<file path="src/rtl/mon_pkg.sv">
// Shared types for the toggle period monitor.
// State encoding plus lock-counter width helper.
package mon_pkg;

    typedef enum logic [1:0] {
        SEARCH = 2'd0,
        TRACK  = 2'd1,
        LOCKED = 2'd2
    } mon_state_e;

    function automatic int lock_cnt_w(input int lock_count);
        return (lock_count < 1) ? 1 : $clog2(lock_count + 1);
    endfunction

endpackage

</file>
<file path="src/rtl/sync_edge_det.sv">
// Two-flop synchroniser followed by a previous-value register.
// edge_o is high for one cycle after each settled level change.
module sync_edge_det (
    input  logic clk,
    input  logic rst,
    input  logic d_i,
    output logic edge_o
);

    logic s1_q, s2_q, prev_q;

    always_ff @(posedge clk) begin
        if (rst) begin
            s1_q   <= 1'b0;
            s2_q   <= 1'b0;
            prev_q <= 1'b0;
        end else begin
            s1_q   <= d_i;
            s2_q   <= s1_q;
            prev_q <= s2_q;
        end
    end

    assign edge_o = s2_q ^ prev_q;

endmodule

</file>
<file path="src/rtl/toggle_period_monitor.sv">
// Measures half-periods of a slow toggle, tracks lock, flags errors.
// Optional min/max statistics are built when MON_STATS_EN is defined.
module toggle_period_monitor
    import mon_pkg::*;
#(
    parameter int CNT_W         = 17,
    parameter int EXPECTED_HALF = 50001,
    parameter int TOLERANCE     = 2,
    parameter int LOCK_COUNT    = 4,
    parameter int TIMEOUT       = 131000
) (
    input  logic             clk,
    input  logic             rst,
    input  logic             div_clk_in,
    input  logic             err_clr_i,
    output logic [CNT_W-1:0] half_period_o,
    output logic             meas_valid_o,
    output logic             in_tol_o,
    output logic             locked_o,
    output logic             timeout_o,
    output logic             err_o,
    output logic [CNT_W-1:0] min_o,
    output logic [CNT_W-1:0] max_o
);

    localparam int LCW = lock_cnt_w(LOCK_COUNT);
    localparam logic [31:0] LO_B =
        (EXPECTED_HALF > TOLERANCE) ?
        32'(EXPECTED_HALF - TOLERANCE) : 32'd0;
    localparam logic [31:0] HI_B =
        32'(EXPECTED_HALF + TOLERANCE);
    localparam logic [CNT_W-1:0] TO_V = CNT_W'(TIMEOUT);
    localparam logic [CNT_W-1:0] CNT_MAX = '1;
    localparam logic [LCW-1:0] LOCK_LAST = LCW'(LOCK_COUNT - 1);

    logic             edge_s;
    logic [CNT_W-1:0] cnt_q, cnt_d;
    logic [31:0]      cnt_ext;
    logic             tol_s;
    logic             to_hit;

    mon_state_e       state_q, state_d;
    logic [LCW-1:0]   good_q, good_d;

    logic             meas_s, err_set, to_set;
    logic [CNT_W-1:0] half_q;
    logic             mv_q, tol_q, to_q, err_q;

    sync_edge_det u_sync (
        .clk   (clk),
        .rst   (rst),
        .d_i   (div_clk_in),
        .edge_o(edge_s)
    );

    always_comb begin
        cnt_d = cnt_q;
        if (edge_s)
            cnt_d = CNT_W'(1);
        else if (cnt_q != CNT_MAX)
            cnt_d = cnt_q + CNT_W'(1);
    end

    assign cnt_ext = 32'(cnt_q);
    assign tol_s   = (cnt_ext >= LO_B) && (cnt_ext <= HI_B);
    // An edge coinciding with the timeout count wins over the timeout.
    assign to_hit  = (cnt_q == TO_V) && !edge_s;

    always_comb begin
        state_d = state_q;
        good_d  = good_q;
        meas_s  = 1'b0;
        err_set = 1'b0;
        to_set  = 1'b0;
        unique case (state_q)
            SEARCH: begin
                if (edge_s) begin
                    state_d = TRACK;
                    good_d  = '0;
                end
            end
            TRACK: begin
                if (edge_s) begin
                    meas_s = 1'b1;
                    if (!tol_s) begin
                        good_d = '0;
                    end else if (good_q == LOCK_LAST) begin
                        good_d  = '0;
                        state_d = LOCKED;
                    end else begin
                        good_d = good_q + LCW'(1);
                    end
                end else if (to_hit) begin
                    state_d = SEARCH;
                    good_d  = '0;
                    to_set  = 1'b1;
                    err_set = 1'b1;
                end
            end
            LOCKED: begin
                if (edge_s) begin
                    meas_s = 1'b1;
                    if (!tol_s) begin
                        state_d = TRACK;
                        good_d  = '0;
                        err_set = 1'b1;
                    end
                end else if (to_hit) begin
                    state_d = SEARCH;
                    good_d  = '0;
                    to_set  = 1'b1;
                    err_set = 1'b1;
                end
            end
            default: begin
                state_d = SEARCH;
                good_d  = '0;
            end
        endcase
    end

    always_ff @(posedge clk) begin
        if (rst) begin
            cnt_q   <= '0;
            state_q <= SEARCH;
            good_q  <= '0;
            half_q  <= '0;
            mv_q    <= 1'b0;
            tol_q   <= 1'b0;
            to_q    <= 1'b0;
            err_q   <= 1'b0;
        end else begin
            cnt_q   <= cnt_d;
            state_q <= state_d;
            good_q  <= good_d;
            mv_q    <= meas_s;
            to_q    <= to_set;
            // A set in the same cycle as a clear keeps the flag.
            err_q   <= err_set | (err_q & ~err_clr_i);
            if (meas_s) begin
                half_q <= cnt_q;
                tol_q  <= tol_s;
            end
        end
    end

    assign half_period_o = half_q;
    assign meas_valid_o  = mv_q;
    assign in_tol_o      = tol_q;
    assign locked_o      = (state_q == LOCKED);
    assign timeout_o     = to_q;
    assign err_o         = err_q;

`ifdef MON_STATS_EN
    logic [CNT_W-1:0] min_q, max_q;

    always_ff @(posedge clk) begin
        if (rst) begin
            min_q <= '1;
            max_q <= '0;
        end else if (meas_s) begin
            if (err_clr_i || (cnt_q < min_q))
                min_q <= cnt_q;
            if (err_clr_i || (cnt_q > max_q))
                max_q <= cnt_q;
        end else if (err_clr_i) begin
            min_q <= '1;
            max_q <= '0;
        end
    end

    assign min_o = min_q;
    assign max_o = max_q;
`else
    assign min_o = '0;
    assign max_o = '0;
`endif

endmodule

</file>
<file path="config.mk">
export PLATFORM = sky130hd
export DESIGN_NAME = toggle_period_monitor
export DESIGN_NICKNAME = d
export VERILOG_FILES = /design/src/rtl/mon_pkg.sv /design/src/rtl/sync_edge_det.sv /design/src/rtl/toggle_period_monitor.sv
export SDC_FILE = /design/constraint.sdc
export NUM_CORES = 1
export LEC_CHECK = 0
export CAP_MARGIN = 0
export CORE_MARGIN = 3
export CORE_UTILIZATION = 50
export CTS_BUF_LIST = sky130_fd_sc_hd__clkbuf_8
export CTS_CLUSTER_SIZE = 24
export DETAILED_ROUTE_END_ITERATION = 8
export PLACE_DENSITY_LB_ADDON = 0.15
export SLEW_MARGIN = 20
export SYNTH_ARGS = -nofsm -noshare
export SYNTH_HDL_FRONTEND = slang
export SYNTH_SLANG_ARGS = --single-unit
</file>
<file path="constraint.sdc">
create_clock -name clk -period 2.7 [get_ports clk]
set_input_delay 0.54 -clock clk [delete_from_list [all_inputs] [get_ports clk]]
set_output_delay 0.54 -clock clk [all_outputs]
set_load 0.02 [all_outputs]
</file>
==> impl_metrics.tcl <==
set metrics [dict create \
    power_density_mw_per_mm2 522.0 \
    syn-cell-area_mm2 0.002464 \
    grt_remaining_overflow 0 \
    fin_worst_skew_ns 0.004746 \
    max_cap_viol_count 0 \
    synth.area.top_cells "dfxtp_1 (37%), buf_4 (10%), nand2_1 (7.3%)" \
    reg2regPathDepth 9 \
    clkTransAtPathRegs_ns 0.08 \
    rsz0062_at_grt "false" \
    synth_top_area_frac 0.3738 \
    path_depth 3 \
    fin_nets 340 \
    layout-drive-gt1-share 0.05775 \
    clock.fmax_mhz 436.3 \
    port_buffers 25 \
    drtPass1Iterations 4 \
    grt_pass1_vias 1764 \
    layout_common_cells "nand2_1 (48), dfxtp_1 (46), conb_1 (34)" \
    async_reset_ff_frac 0 \
    cts_buffers 5 \
    slew_headroom 0.5692 \
    yosys.area.top_type "dfxtp_1" \
    avgSynthCellArea_um2 7.999 \
    cp-start-kind "register" \
    dieWidth_um 76.20 \
    fill_cells 440 \
    yosysWarnings 0 \
    die-area_mm2 0.005806 \
    synth-edff-count 0 \
    critPathKind "register to output port" \
    grt_pass1_wl_um 8562 \
    synth-seq-area-share 0.3738 \
    critPathTopFamily "buffers and inverters" \
    wl_per_cell_um 12.52 \
    fin_area_mm2 0.002785 \
    finalHoldViolations 0 \
    cts_tree "done" \
    synth_cell_type_count 46 \
    final_common_cell "nand2_1" \
    num_antenna_cells 0 \
    synthCells 308 \
    fin_crit_ns 2.292 \
    p_leak_uw 0.001032 \
    grt_util_all_layers 0.1776 \
    drv_slew 0 \
    crit_fanout 8 \
    cp.arrival_ns 1.75 \
    max_stage_delay_ns 0.67 \
    drtIter0Drc 85 \
    syn_to_final_growth_pct 13.05 \
    clockBufferDepth 2 \
    drt.antenna.violating_nets 0 \
    ir_drop_v 0.0004874 \
    postLayoutCoreUtil 0.6102 \
    synth-seq-cells 46 \
    dieHeight_um 76.20 \
    hold_path_class "register to register" \
    globalplace.congestion 0.8613 \
    crit_buf_inv 2 \
    dpl_cell_area_mm2 0.002636 \
    dp_hpwl_um 3676 \
    grt_max_degree 19 \
    post-route-period-util 0.8489 \
    wl_um 4931 \
    drc 0 \
    insertion_delay_ns 0.30 \
    hold_slack_ns 0.4475 \
    max_slew.worst_pin.slew_ns 0.6461 \
    ctsHoldBuffers 0 \
    synth_ff_type "dfxtp_1" \
    vias 2004 \
    h-tree-depth 2 \
    crit_slowest_cell "clkdlybuf4s50_1" \
    io_pins 60 \
    via_per_inst 5.086 \
    required_ns 2.16 \
    crit_chain "inv_1, ha_1, clkdlybuf4s50_1" \
    setup_viol 0 \
    initial_core_util 0.5397 \
    hold_depth 1 \
    worstSetupEndpointType "output port" \
    num_rows 24 \
    cts_root_buf "clkbuf_8" \
    core_area_mm2 0.004564 \
    fin_tns_setup_ns 0 \
    status "completed" \
    cts_num_sinks 46 \
    antenna_found_initial 0 \
]
[final timing paths]
check                            startpoint           to  slack, ns
worst max-delay path             state_q[0]     locked_o       0.41
worst min-delay path            u_sync.s1_q  u_sync.s2_q       0.45
worst max register to register     cnt_q[9]    cnt_q[15]       0.41
worst min register to register  u_sync.s1_q  u_sync.s2_q       0.45
[power by group]
group / internal, uW / total, uW / leakage [uW] / switching [uW]
Sequential: 686 / 696 / 0.000372 / 10.3
Combinational: 35.1 / 133 / 0.000589 / 98.0
Clock: 395 / 624 / 0.0000714 / 230
[per-stage QoR]
| step | instances | power, uW | worst slack [ns] |
|---|---|---|---|
| 4_1_cts | 394 | 1464 | 0.2630 |
| 6_report | 394 | 1454 | 0.4081 |
| 2_1_floorplan | 341 | 851.5 | 0.5122 |
| 5_1_grt | 394 | 1514 | 0.1959 |
| 3_3_place_gp | 386 | 842.9 | 0.3919 |
| 3_5_place_dp | 386 | 844.3 | 0.3204 |
[repair_timing]
action	CTS	global route
gates resized for setup	0	1
buffers inserted	0	0
setup endpoints to repair	0	1
[worst register-to-register path: stages, from the launching register on]
cell and delay [ns]:
dfxtp_1 0.37, and4_1 0.24, nand4_1 0.19, nor3_1 0.09
ha_1 0.32, nor4_2 0.50, nand2_1 0.08, or2_0 0.22
xor2_1 0.13, nor2_1 0.05
[metal layers]
layer | wire length (um) | vias up | GRT usage
met4 | 56 | 0 | 0.05435
met3 | 296 | 6 | 0.03783
met5 | 0 | - | 0
li1 | - | 1009 | -
met2 | 2148 | 68 | 0.2766
met1 | 2429 | 921 | 0.2465
[Yosys cell counts (2+ instances only)]
cell type and instances:
mux2i_1 2, xnor2_1 4, o22ai_1 2, nand4b_1 2, nand4_1 5, nor4_4 2, dfxtp_1 46, xor2_1 11
nand2_1 48, o211ai_1 2, nand3_1 6, nand2b_1 2, buf_4 34, a41o_1 2, ha_1 8, or3_1 6
o21ai_0 6, a31oi_1 4, nor2b_1 5, clkbuf_1 13, and2_1 2, a21oi_1 25, and3_1 3, nor2_1 32
nor3_1 5, inv_1 11
[flip-flops by register name (all words and copies together), names as in the netlist]
| signal | flops |
|---|---|
| good_q | 3 |
| in_tol_o | 1 |
| cnt_q | 17 |
| state_q | 2 |
| u_sync.s2_q | 1 |
| half_period_o | 17 |
| timeout_o | 1 |
| err_o | 1 |
| u_sync.s1_q | 1 |
| meas_valid_o | 1 |
| u_sync.prev_q | 1 |
[kinds of logic after synthesis]
logic type / after synthesis / synth area share
AO/OA/AOI/OAI: 49 / 0.1229
XOR/XNOR: 15 / 0.05332
adder cells (fa/ha/maj): 8 / 0.04063
buffers and inverters: 60 / 0.1437
flip-flops: 46 / 0.3738
multiplexers: 2 / 0.008126
other: 1 / 0.001522
AND/OR/NAND/NOR: 127 / 0.2560
[cell type report]
class,count,area (um^2),area share
clock buffers,6,82.58,0.02965
clock inverters,2,60.06,0.02156
inverters,11,41.29,0.01482
multi-input cells,235,1319,0.4735
flip-flops and latches,46,920.9,0.3306
well taps,65,81.33,0.02920
repair buffers,29,280.3,0.1006
Power figures use the tool's default switching activity.
